===== src/rtl/fpu_scoreboard_pkg.sv =====
// Shared FP scoreboard types and default pipeline latencies.
// Package name: definitions.
package definitions;

  localparam int FPU_NUM_FREGS   = 32;
  localparam int FPU_PIPE_DEPTH  = 3;
  localparam int FPU_DIV_LATENCY = 8;
  localparam int FREG_AW = $clog2(FPU_NUM_FREGS);

  typedef logic [FREG_AW-1:0] FRegAddr;

  typedef struct packed {
    FRegAddr fs;
    FRegAddr ft;
    FRegAddr fd;
    logic    fs_used;
    logic    ft_used;
    logic    fd_wr;
    logic    div;
  } FPU_issue;

  typedef struct packed {
    logic    issue_ok;
    logic    stall;
    logic    div_busy;
    logic    wb_valid;
    FRegAddr wb_fd;
  } FPU_sb_out;

endpackage


===== src/rtl/wb_slot_ring.sv =====
// Writeback reservation ring: slots DEPTH..1 shift toward slot 1,
// which retires onto the single FP writeback port.
module wb_slot_ring #(
  parameter int DEPTH = 8,
  parameter int AW    = 5,
  parameter int SW    = 4
) (
  input  logic          clk,
  input  logic          rst,
  input  logic          reserve,
  input  logic [SW-1:0] res_slot,
  input  logic [AW-1:0] res_fd,
  output logic          res_busy,
  output logic          ret_valid,
  output logic [AW-1:0] ret_fd
);

  logic [DEPTH:1] v_q;
  logic [DEPTH:1] v_sh;
  logic [AW-1:0]  fd_q  [DEPTH:1];
  logic [AW-1:0]  fd_sh [DEPTH:1];

  // Occupancy is judged post-shift, where a new reservation would land.
  always_comb begin
    v_sh     = '0;
    res_busy = 1'b0;
    for (int i = 1; i <= DEPTH; i++) fd_sh[i] = '0;
    for (int i = 1; i < DEPTH; i++) begin
      v_sh[i]  = v_q[i+1];
      fd_sh[i] = fd_q[i+1];
    end
    for (int i = 1; i <= DEPTH; i++)
      if (res_slot == SW'(i)) res_busy = v_sh[i];
  end

  always_ff @(posedge clk or posedge rst) begin
    if (rst) begin
      v_q <= '0;
      for (int i = 1; i <= DEPTH; i++) fd_q[i] <= '0;
    end else begin
      for (int i = 1; i <= DEPTH; i++) begin
        if (reserve && res_slot == SW'(i)) begin
          v_q[i]  <= 1'b1;
          fd_q[i] <= res_fd;
        end else begin
          v_q[i]  <= v_sh[i];
          fd_q[i] <= fd_sh[i];
        end
      end
    end
  end

  assign ret_valid = v_q[1];
  assign ret_fd    = v_q[1] ? fd_q[1] : '0;

endmodule


===== src/rtl/fpu_scoreboard.sv =====
// In-order FP issue scoreboard with writeback-port and divider arbitration.
// FPU_WB_BYPASS_EN: treat the register retiring this cycle as not pending.
module fpu_scoreboard
  import definitions::*;
#(
  parameter int NUM_FREGS   = FPU_NUM_FREGS,
  parameter int PIPE_DEPTH  = FPU_PIPE_DEPTH,
  parameter int DIV_LATENCY = FPU_DIV_LATENCY
) (
  input  logic                 clk,
  input  logic                 rst,
  input  logic                 issue_valid,
  input  logic                 flush,
  input  logic [4:0]           issue_fs,
  input  logic [4:0]           issue_ft,
  input  logic                 issue_fs_used,
  input  logic                 issue_ft_used,
  input  logic [4:0]           issue_fd,
  input  logic                 issue_fd_wr,
  input  logic                 issue_div,
  output logic                 issue_ok,
  output logic                 stall,
  output logic [NUM_FREGS-1:0] pending_vec,
  output logic                 div_busy,
  output logic                 wb_valid,
  output logic [4:0]           wb_fd
);

  localparam int SW = 4;

  FPU_issue  iss;
  FPU_sb_out sb;

  logic [NUM_FREGS-1:0] pending_q;
  logic [NUM_FREGS-1:0] pend_eff;
  logic [NUM_FREGS-1:0] ret_mask;
  logic [NUM_FREGS-1:0] set_mask;
  logic [SW-1:0]        lat;
  logic [SW-1:0]        cnt_q;
  logic                 slot_busy;
  logic                 ret_valid;
  FRegAddr              ret_fd;
  logic                 raw;
  logic                 waw;
  logic                 port;
  logic                 divh;
  logic                 ok;

  assign iss = '{
    fs:      issue_fs,
    ft:      issue_ft,
    fd:      issue_fd,
    fs_used: issue_fs_used,
    ft_used: issue_ft_used,
    fd_wr:   issue_fd_wr,
    div:     issue_div
  };

  assign lat = iss.div ? SW'(DIV_LATENCY) : SW'(PIPE_DEPTH);

  wb_slot_ring #(
    .DEPTH(DIV_LATENCY),
    .AW   ($bits(FRegAddr)),
    .SW   (SW)
  ) u_ring (
    .clk      (clk),
    .rst      (rst),
    .reserve  (ok & iss.fd_wr),
    .res_slot (lat),
    .res_fd   (iss.fd),
    .res_busy (slot_busy),
    .ret_valid(ret_valid),
    .ret_fd   (ret_fd)
  );

  always_comb begin
    ret_mask = '0;
    if (ret_valid) ret_mask[ret_fd] = 1'b1;
  end

`ifdef FPU_WB_BYPASS_EN
  assign pend_eff = pending_q & ~ret_mask;
`else
  assign pend_eff = pending_q;
`endif

  assign raw  = (iss.fs_used & pend_eff[iss.fs]) |
                (iss.ft_used & pend_eff[iss.ft]);
  assign waw  = iss.fd_wr & pend_eff[iss.fd];
  assign port = iss.fd_wr & slot_busy;
  assign divh = iss.div & sb.div_busy;
  assign ok   = issue_valid & ~flush &
                ~(raw | waw | port | divh);

  always_comb begin
    set_mask = '0;
    if (ok && iss.fd_wr) set_mask[iss.fd] = 1'b1;
  end

  // Clear first, then set, so a same-cycle re-issue keeps its bit.
  always_ff @(posedge clk or posedge rst) begin
    if (rst) pending_q <= '0;
    else     pending_q <= (pending_q & ~ret_mask) | set_mask;
  end

  always_ff @(posedge clk or posedge rst) begin
    if (rst)                cnt_q <= '0;
    else if (ok && iss.div) cnt_q <= SW'(DIV_LATENCY);
    else if (cnt_q != '0)   cnt_q <= cnt_q - SW'(1);
  end

  assign sb.issue_ok = ok;
  assign sb.stall    = issue_valid & ~flush & ~ok;
  assign sb.div_busy = (cnt_q != '0);
  assign sb.wb_valid = ret_valid;
  assign sb.wb_fd    = ret_fd;

  assign issue_ok    = sb.issue_ok;
  assign stall       = sb.stall;
  assign div_busy    = sb.div_busy;
  assign wb_valid    = sb.wb_valid;
  assign wb_fd       = sb.wb_fd;
  assign pending_vec = pending_q;

endmodule


===== config.mk =====
export PLATFORM = sky130hd
export DESIGN_NAME = fpu_scoreboard
export DESIGN_NICKNAME = d
export VERILOG_FILES = /design/src/rtl/fpu_scoreboard_pkg.sv /design/src/rtl/wb_slot_ring.sv /design/src/rtl/fpu_scoreboard.sv
export SDC_FILE = /design/constraint.sdc
export NUM_CORES = 1
export LEC_CHECK = 0
export CORE_ASPECT_RATIO = 1.4
export CORE_MARGIN = 3
export CORE_UTILIZATION = 55
export CTS_BUF_LIST = sky130_fd_sc_hd__clkbuf_4
export DETAILED_ROUTE_END_ITERATION = 8
export GPL_ROUTABILITY_DRIVEN = 0
export GPL_TIMING_DRIVEN = 0
export HOLD_SLACK_MARGIN = 0.03
export PLACE_DENSITY = 0.88
export SLEW_MARGIN = 20
export SYNTH_ARGS = -nofsm -noshare
export SYNTH_HDL_FRONTEND = slang
export SYNTH_SLANG_ARGS = --single-unit

===== constraint.sdc =====
create_clock -name clk -period 3.41 [get_ports clk]
set_clock_uncertainty 0.1 [all_clocks]
set_input_delay 0.682 -clock clk [delete_from_list [all_inputs] [get_ports clk]]
set_output_delay 0.682 -clock clk [all_outputs]
set_load 0.005 [all_outputs]

# Word-level counts from Yosys, hierarchy flattened
# Index checks and enable logic that the tools add are counted.
[totals]
register_bits = 84
inputBits = 23
out_inout_bits = 41
wordCells = 99
[classes]
add_sub_neg = 1
order_cmp = 6
eq_ne = 8
muxes = 40
n_bitwise = 19
n_reduce_logical = 14
[op_table]
columns = ["cell", "n"]
rows = [
  ["2-to-1 mux 32 bit", 2],
  ["2-to-1 mux 5 bit", 9],
  ["bitwise AND 32 bit", 1],
  ["inverter 32 bit", 1],
  ["bitwise OR 32 bit", 1],
  ["< comparator 5 x 6 -> 1 bit (second input constant)", 4],
  ["2-to-1 mux 1 bit", 21],
  ["equality test 4 x 3 -> 1 bit (second input constant)", 4],
  ["binary-select mux 1 bit (select 5 bit)", 3],
  ["logical AND 1 bit", 12],
  ["2-to-1 mux 4 bit", 3],
  ["demux 1 bit (select 5 bit)", 2],
  [">= comparator 5 x 1 -> 1 bit (second input constant)", 2],
  ["bitwise AND 1 bit", 9],
  ["equality test 4 x 2 -> 1 bit (second input constant)", 2],
  ["equality test 4 x 1 -> 1 bit (second input constant)", 1],
  ["equality test 4 bit (second input constant)", 1],
  ["bitwise OR 1 bit", 4],
  ["nonzero test 4 bit", 1],
  ["subtractor 4 x 1 -> 4 bit (second input constant)", 1],
  ["inverter 1 bit", 3],
  ["nonzero test 2 bit", 1],
]

# Longest topological paths before layout
# Gate-level depths: netlist (run 1).
[logic_depth]
word_depth = 18
ltp_mapped = 9
ltp_nobuf = 7

# Hierarchy
# Synthesis (run 1) repeated with hierarchy kept, for this count alone.
[hier_totals]
hier_cells = 419
hier_area_um2 = 4679.5
[modules_own_cells]
columns = ["mod", "n_inst", "cells_each", "area_each_um2", "seq_area_each_um2"]
rows = [
  ["fpu_scoreboard", 1, 288, 2765.2, 900.9],
  ["wb_slot_ring", 1, 131, 1914.3, 1201.2],
]

# Least setup slack after synthesis (run 1)
# No wires, ideal clock.
[synth_path]
kind = "input -> output"
start = "in issue_fs[1]"
end = "out stall"
t_arrival_ns = 2.515
t_required_ns = 2.628
setup_slack_ns = 0.113
path_stages = 8
n_path_buf = 2
cell_sequence = "buf_2 > mux4_2 > mux2_2 > a2bb2oi_1 > a211oi_2 > nand3_2 > clkbuf_1 > and2_1"
[synth_between]
elab_chain_len = 11
[synth_rtl]
columns = ["item", "line", "rtl"]
rows = [
  ["start: declaration", "fpu_scoreboard.sv:14", "input logic [4:0] issue_fs,"],
  ["binary-select mux 1 bit (select 5 bit)", "fpu_scoreboard.sv:87", "assign raw = (iss.fs_used & pend_eff[iss.fs]) |"],
  ["2-to-1 mux 1 bit (not written as such)", "fpu_scoreboard.sv:87", ""],
  ["bitwise AND 1 bit", "fpu_scoreboard.sv:87", ""],
  ["bitwise OR 1 bit", "fpu_scoreboard.sv:87", ""],
  ["bitwise OR 1 bit (3 in series)", "fpu_scoreboard.sv:93", "~(raw | waw | port | divh);"],
  ["inverter 1 bit", "fpu_scoreboard.sv:93", ""],
  ["bitwise AND 1 bit", "fpu_scoreboard.sv:92", "assign ok = issue_valid & ~flush &"],
  ["inverter 1 bit", "fpu_scoreboard.sv:113", "assign sb.stall = issue_valid & ~flush & ~ok;"],
  ["bitwise AND 1 bit", "fpu_scoreboard.sv:113", ""],
  ["end: declaration", "fpu_scoreboard.sv:22", "output logic stall,"],
]
# Every way passes these cells. The select of a mux whose other input is x is not followed.

# Worst setup path after layout (run 1)
[layout_path]
start = "reg pending_q[30] (netlist: pending_vec[30])"
end = "out stall"
[layout_between]
elab_chain_len = 11
word_cells_on_any_way = 17
cone_classes = "mux (6); bitwise (11)"
[layout_rtl]
columns = ["item", "line", "rtl"]
rows = [
  ["start: declaration", "fpu_scoreboard.sv:34", "logic [NUM_FREGS-1:0] pending_q;"],
  ["start signal: assignment", "fpu_scoreboard.sv:103", "else pending_q <= (pending_q & ~ret_mask) | set_mask;"],
  ["binary-select mux 1 bit (select 5 bit) (on tied branches)", "fpu_scoreboard.sv:87, fpu_scoreboard.sv:88", ""],
  ["2-to-1 mux 1 bit (on tied branches)", "fpu_scoreboard.sv:87, fpu_scoreboard.sv:88", ""],
  ["bitwise AND 1 bit (on tied branches)", "fpu_scoreboard.sv:87, fpu_scoreboard.sv:88", ""],
  ["bitwise OR 1 bit", "fpu_scoreboard.sv:87", ""],
  ["bitwise OR 1 bit * (3 in series)", "fpu_scoreboard.sv:93", ""],
  ["inverter 1 bit *", "fpu_scoreboard.sv:93", ""],
  ["bitwise AND 1 bit *", "fpu_scoreboard.sv:92", ""],
  ["inverter 1 bit *", "fpu_scoreboard.sv:113", ""],
  ["bitwise AND 1 bit *", "fpu_scoreboard.sv:113", ""],
]
# Every way passes the cells marked *; elsewhere a longest branch is shown, timed or not. The select of a mux whose other input is x is not followed.

==> flow_summary.json, run 1 <==
{
  "clock_sinks": 84,
  "synth_area_leaders": "dfrtp_1, mux4_2, o31ai_1, o21ai_0, mux2_2",
  "gr-total-overflow": 0,
  "wl_per_cell_um": 22.1,
  "synthArstFlopShare_pct": 100,
  "maxClockFrequency_mhz": 287,
  "syn_inst": 311,
  "syn_area_um2": 3850,
  "leakage_nw": 2.02,
  "seqPwrFrac_pct": 56.1,
  "cp.required_ns": 2.63,
  "synth.most_common_cell": "dfrtp_1",
  "cp-end-kind": "output port",
  "die_h_um": 105,
  "dpl.hpwl_um": 7350,
  "fin_ws_ns": -0.0721,
  "hold_violations": 0,
  "area_delta_synth_final_pct": 30.8,
  "ys_top_cells_by_count": "dfrtp_1, o21ai_0, o31ai_1, mux4_2, nand2_1",
  "drc": 0,
  "yosys.area.top_type": "dfrtp_1",
  "crit_type": "flop to output port",
  "p_per_area_nw_per_um2": 375,
  "dr.first_iter.drc_count": 676,
  "nets": 436,
  "worstMarginPinSlew_ns": 0.448,
  "crit_path_max_fanout": 2,
  "first_global_vias": 3325,
  "synth_top_area_share_pct": 54.6,
  "core_um2": 6700,
  "ys_seq_area_share_pct": 54.6,
  "critPathLaunch": "pending_vec[30]",
  "drv_cap": 0,
  "synth_nets": 336,
  "hp-start": "u_ring.fd_q[11]",
  "status": "finished with violations",
  "cts_made_buffers": 9,
  "clk_latency_ns": 0.45,
  "vdd.ir_drop.worst_mv": 0.331,
  "pin_count": 64,
  "rr_startpoint": "pending_vec[30]",
  "drv_slew": 0,
  "reg2reg_slack_ns": 0.25,
  "cts_max_path_buffers": 2,
  "max_slew_margin_pct": 69.9,
  "vias": 3301,
  "drt_wl_total_um": 11200,
  "hold_buffers": 0,
  "switchingPower_w": 0.000553,
  "period_share_pct": 102,
  "rsz0062_at_grt": "yes",
  "cts-root-buf": "clkbuf_4",
  "p_clk_share_pct": 27.0,
  "dr.pass1.iters": 6,
  "antenna_found_initial": 0,
  "synthFlopType": "dfrtp_1",
  "start_util_pct": 57.5,
  "synth_area_per_cell_um2": 12.4,
  "clk_pin_slew_ns": 0.15,
  "layout_min_cycle_time_ns": 3.48,
  "startpoint_type": "flop",
  "synth_warnings": 0,
  "rows": 35,
  "swShare_pct": 29.3,
  "fill_cells": 427,
  "hp-class": "flop to flop",
  "grt_max_degree": 64,
  "p_total_w": 0.00189,
  "synth_edf_count": 0,
  "layout-drive-gt1-share_pct": 26.9,
  "violations": "setup timing",
  "comb_power_share_pct": 16.9,
  "synth-seq-cells": 84,
  "vias_per_cell": 6.50,
  "die_area_um2": 8050,
  "grtUsageTotal_pct": 28.5,
  "htree_levels": 3,
  "grt_pass1_wl_um": 17600,
  "diodes": 0,
  "place_ws_ns": -1.05,
  "internal-power_w": 0.00134,
  "cts_tree": "yes",
  "critPathArrivalTime_ns": 2.70,
  "dieWidth_um": 76.7,
  "setup_viol": 2,
  "antenna_left": 0,
  "port_buffers": 56,
  "synth_cell_type_count": 38
}
==> sequential cells by signal, summed over array words and instances (netlist names) <==
name         count
cnt_q            4
pending_vec     32
u_ring.fd_q     40
u_ring.v_q       8
==> layout make-up <==
cell class	instances	area, um2	share of cell area, %
tap	92	115	2.29
inverter	13	51.3	1.02
clock inverter	7	50.0	0.994
sequential	84	2100	41.8
timing repair buffer	89	826	16.4
clock buffer	9	67.6	1.34
buffer	16	121	2.41
multi-input combinational	198	1700	33.8
==> metal layers <==
metal / track usage (%) / part of all wire (%) / vias to the layer above
met1: 32.7 / 34 / 1601
met3: 5.78 / 9.1 / 59
met5: 0 / 0 / -
li1: - / - / 1374
met4: 16.6 / 5.1 / 0
met2: 49.0 / 52 / 267
==> worst max-delay path: stages, from the launching register on <==
cell and delay [ns]:
dfrtp_2 0.45, mux4_2 0.48, mux2_4 0.29, a2bb2oi_4 0.18
a211oi_4 0.29, nand3_2 0.15, clkbuf_8 0.16, and2_4 0.13
buf_6 0.11
==> per-stage QoR <==
stage | setup TNS, ns | util [%] | cell area [um2] | cells | hold slack [ns]
finish | -0.101 | 75.2 | 5040 | 508 | 0.237
global placement | -60.10 | 67.5 | 4530 | 459 | 0.232
CTS | 0 | 74.6 | 5000 | 506 | 0.254
global route | -0.165 | 75.2 | 5040 | 508 | 0.256
floorplan | 0 | - | 3850 | 311 | 0.231
detailed placement | -5.56 | 68.0 | 4560 | 460 | 0.235
==> logic make-up after synthesis <==
group	count (synthesis)	share of synthesized area (%)
buffers and inverters	29	3.15
multiplexers	39	17.4
AND/OR/NAND/NOR	71	9.68
flip-flops	84	54.6
XOR/XNOR	2	0.455
AO/OA/AOI/OAI	84	14.1
adder cells (fa/ha/maj)	2	0.650
==> cell usage in the layout, fill, tap and decap left out, types with 2 or more instances in the layout <==
cell type        instances
a21oi_1                  4
a22oi_1                  2
and2_1                   4
buf_2                    7
buf_4                   33
buf_6                    4
clkbuf_4                 9
clkbuf_8                 3
clkdlybuf4s50_1         50
clkinvlp_4               2
dfrtp_1                 83
dlygate4sd2_1            3
ha_1                     2
inv_1                   12
inv_6                    3
mux2_2                  11
mux2i_1                  4
mux4_2                  21
nand2_1                 18
nand2b_1                 3
nand3_1                  5
nand3b_1                 2
nand4_1                  6
nor2_1                   9
nor2b_1                  5
nor3_1                   7
nor3b_2                  2
o211ai_1                 2
o21a_1                   2
o21ai_0                 34
o31ai_1                 32
or3_1                    3
xnor2_1                  2
==> final timing paths <==
check                           depth (start not counted)             end
worst max register to register                         11  pending_vec[5]
max in group asynchronous                               3  u_ring.fd_q[5]
worst min-delay path                                    0  u_ring.fd_q[6]
min in group asynchronous                               2  pending_vec[1]
worst min register to register                          0  u_ring.fd_q[6]
worst max-delay path                                    8           stall
==> power groups by stage <==
stage	Combinational [W]	Sequential [W]	Clock, W
after floorplan	0.000188	0.00107	0
after global routing	0.000348	0.00106	0.000552
after global placement	0.000264	0.00107	0
final	0.000319	0.00106	0.000510
after CTS	0.000308	0.00106	0.000510
after detailed placement	0.000283	0.00108	0
==> what timing repair did <==
| item | CTS | global route |
|---|---|---|
| gates cloned | 0 | 0 |
| setup endpoints to repair | 2 | 2 |
| buffers inserted | 30 | 2 |
| pin swaps | 6 | 2 |
| resized for setup | 43 | 4 |
| endpoints found under the hold margin | 0 | 0 |
(Power assumes the default switching activity.)
==> run 2, diff against run 1 <==
--- a/config.mk
+++ b/config.mk
@@ -5,11 +5,13 @@
 export SDC_FILE = /design/constraint.sdc
 export NUM_CORES = 1
 export LEC_CHECK = 0
+export CAP_MARGIN = 10
 export CORE_ASPECT_RATIO = 1.4
 export CORE_MARGIN = 3
-export CORE_UTILIZATION = 55
+export CORE_UTILIZATION = 66
 export CTS_BUF_LIST = sky130_fd_sc_hd__clkbuf_4
 export DETAILED_ROUTE_END_ITERATION = 8
+export DONT_BUFFER_PORTS = 1
 export GPL_ROUTABILITY_DRIVEN = 0
 export GPL_TIMING_DRIVEN = 0
 export HOLD_SLACK_MARGIN = 0.03
==> run 2 against run 1 <==
Net effect: the run now ends clean; critical endpoint unchanged; sequential share of layout area rose by 8.3 points; maximum frequency rose by 3.4%; clock power rose by 8.2%; clock-buffer cell count did not move; critical path depth fell by 1; flip-flop and latch count did not move; setup slack improved by 0.11 ns; wire length fell by 13%; combinational power fell by 20%; global-route usage rose by 1.6 points; worst hold slack improved by 0.0096 ns; register-to-register slack improved by 0.22 ns; critical path type unchanged.
==> flow_summary.json, run 2 (synthesized netlist as in run 1, its figures left out) <==
{
  "status": "finished, final reports clean",
  "drv_cap": 0,
  "crit_chain": "mux4_2 > mux2_4 > a2bb2oi_4 > a211oi_2 > nand3_2 > buf_6 > and2_4",
  "grtUsageTotal_pct": 30.2,
  "dpl.hpwl_um": 6970,
  "vias_per_cell": 7.28,
  "place_inst": 380,
  "crit_slowest_cell": "mux4_2",
  "diodes": 0,
  "drc": 0,
  "dieWidth_um": 70.6,
  "final_cell_mix": "dfrtp_1, o21ai_0, o31ai_1",
  "dr.first_iter.drc_count": 486,
  "area_delta_synth_final_pct": 9.33,
  "rr_startpoint": "pending_vec[30]",
  "rows": 32,
  "stdcell_count": 401,
  "clk_latency_ns": 0.43,
  "slowest_delay_ns": 0.49,
  "worstMarginPinSlew_ns": 0.446,
  "start_util_pct": 69.2,
  "layout_commonest_cell": "dfrtp_1",
  "cts_max_path_buffers": 2,
  "vias": 2920,
  "wl_per_cell_um": 24.3,
  "gr-total-overflow": 0,
  "cts_tree": "yes",
  "antenna_left": 0,
  "hold_violations": 0,
  "hold_depth": 0,
  "layout-drive-gt1-share_pct": 23.1,
  "first_global_vias": 2950,
  "core_um2": 5570,
  "worst_hold_path.endpoint": "u_ring.fd_q[5]",
  "setup_viol": 0,
  "largest_reg_flops": 40,
  "die_h_um": 96.4,
  "leakage_nw": 1.65,
  "max_slew_margin_pct": 70.2,
  "place_area_um2": 3970,
  "fin_area_um2": 4210,
  "drt_wl_total_um": 9760,
  "reg2reg_slack_ns": 0.47,
  "crit_type": "flop to output port",
  "maxClockFrequency_mhz": 297,
  "regMostFlops": "u_ring.fd_q",
  "hp-start": "u_ring.fd_q[10]",
  "fill_cells": 331,
  "antenna_found_initial": 0,
  "die_area_um2": 6800,
  "hp-class": "flop to flop",
  "period_share_pct": 98.8,
  "port_buffers": 0,
  "cts_made_buffers": 9,
  "fin_ws_ns": 0.0416,
  "p_total_w": 0.00187,
  "rsz0062_at_grt": "yes",
  "htree_levels": 3,
  "layout_min_cycle_time_ns": 3.37,
  "drv_slew": 0,
  "r2r-end": "pending_vec[11]",
  "grt_max_degree": 60,
  "vdd.ir_drop.worst_mv": 0.366,
  "grt_pass1_wl_um": 15300,
  "crit_path_max_fanout": 5,
  "place_ws_ns": -0.300,
  "cp.required_ns": 2.63,
  "pin_count": 64,
  "clock_sinks": 84,
  "nets": 354,
  "critPathArrivalTime_ns": 2.59,
  "p_per_area_nw_per_um2": 444,
  "rr_worst_depth": 9,
  "clk_pin_slew_ns": 0.14,
  "hold_ws_ns": 0.247,
  "cts-root-buf": "clkbuf_4",
  "startpoint_type": "flop",
  "dr.pass1.iters": 6,
  "cp-end-kind": "output port"
}
[run 2: cell types whose count changed in the layout (fill, tap and decap cells not counted), sizes merged, moves of 2 or more]
cell and delta:
inv -2, buf -28, clkinv +2, clkdlybuf4s50 -50, clkinvlp -2, dlygate4sd2 -3
[run 2: worst max-delay path by stage]
stage	end	slack, ns	cells past startpoint	from
final	stall	0.04	7	pending_vec[30]
after detailed placement	stall	-0.30	9	issue_fd[1]
after floorplan	stall	0.11	8	issue_fs[1]
after global placement	stall	-0.25	9	issue_fd[1]
after CTS	stall	0.02	7	pending_vec[30]
after global routing	stall	-0.007	7	pending_vec[30]
[run 2: power by group]
group	internal (W)	total, W	switching [W]
clock	0.000220	0.000552	0.000332
sequential	0.00103	0.00106	0.0000303
combinational	0.000112	0.000255	0.000143
[run 2: timing repair]
item,in CTS,in global routing
gates resized for setup,8,13
buffers inserted,1,4
endpoints found under the hold margin,25,0
gates cloned,0,0
pin swaps,0,2
hold buffers,1,0
endpoints found under the setup margin,2,2
[run 2: per-layer routing]
layer / up-vias / track usage (%) / share of wire, %
met5: - / 0 / 0
met4: 0 / 16.3 / 4.5
met3: 60 / 8.90 / 11
met2: 242 / 50.0 / 49
met1: 1406 / 35.8 / 35
li1: 1212 / - / -
[run 2: metrics by stage]
step / util [%] / setup TNS (ns)
global placement: 70.7 / -16.06
global route: 75.6 / -0.00711
floorplan: - / 0
finish: 75.6 / 0
CTS: 74.2 / 0
detailed placement: 71.2 / -0.318
[run 2: cell type report]
cell class,instances,area [um2],share of cell area (%)
clock inverters,6,63.8,1.52
repair buffers,7,78.8,1.87
multi-input cells,198,1670,39.6
flip-flops and latches,84,2110,50.1
clock buffers,9,67.6,1.61
well taps,68,85.1,2.02
inverters,13,51.3,1.22
plain buffers,16,88.8,2.11
[run 2: critical path, delay by kind of cell (launching register included)]
kind	cells	cell delay, ns
DFF	1	0.48
muxes	2	0.79
and+or+nand+nor	2	0.28
AOI/OAI and AO/OA	2	0.44
buffers and inverters	1	0.16
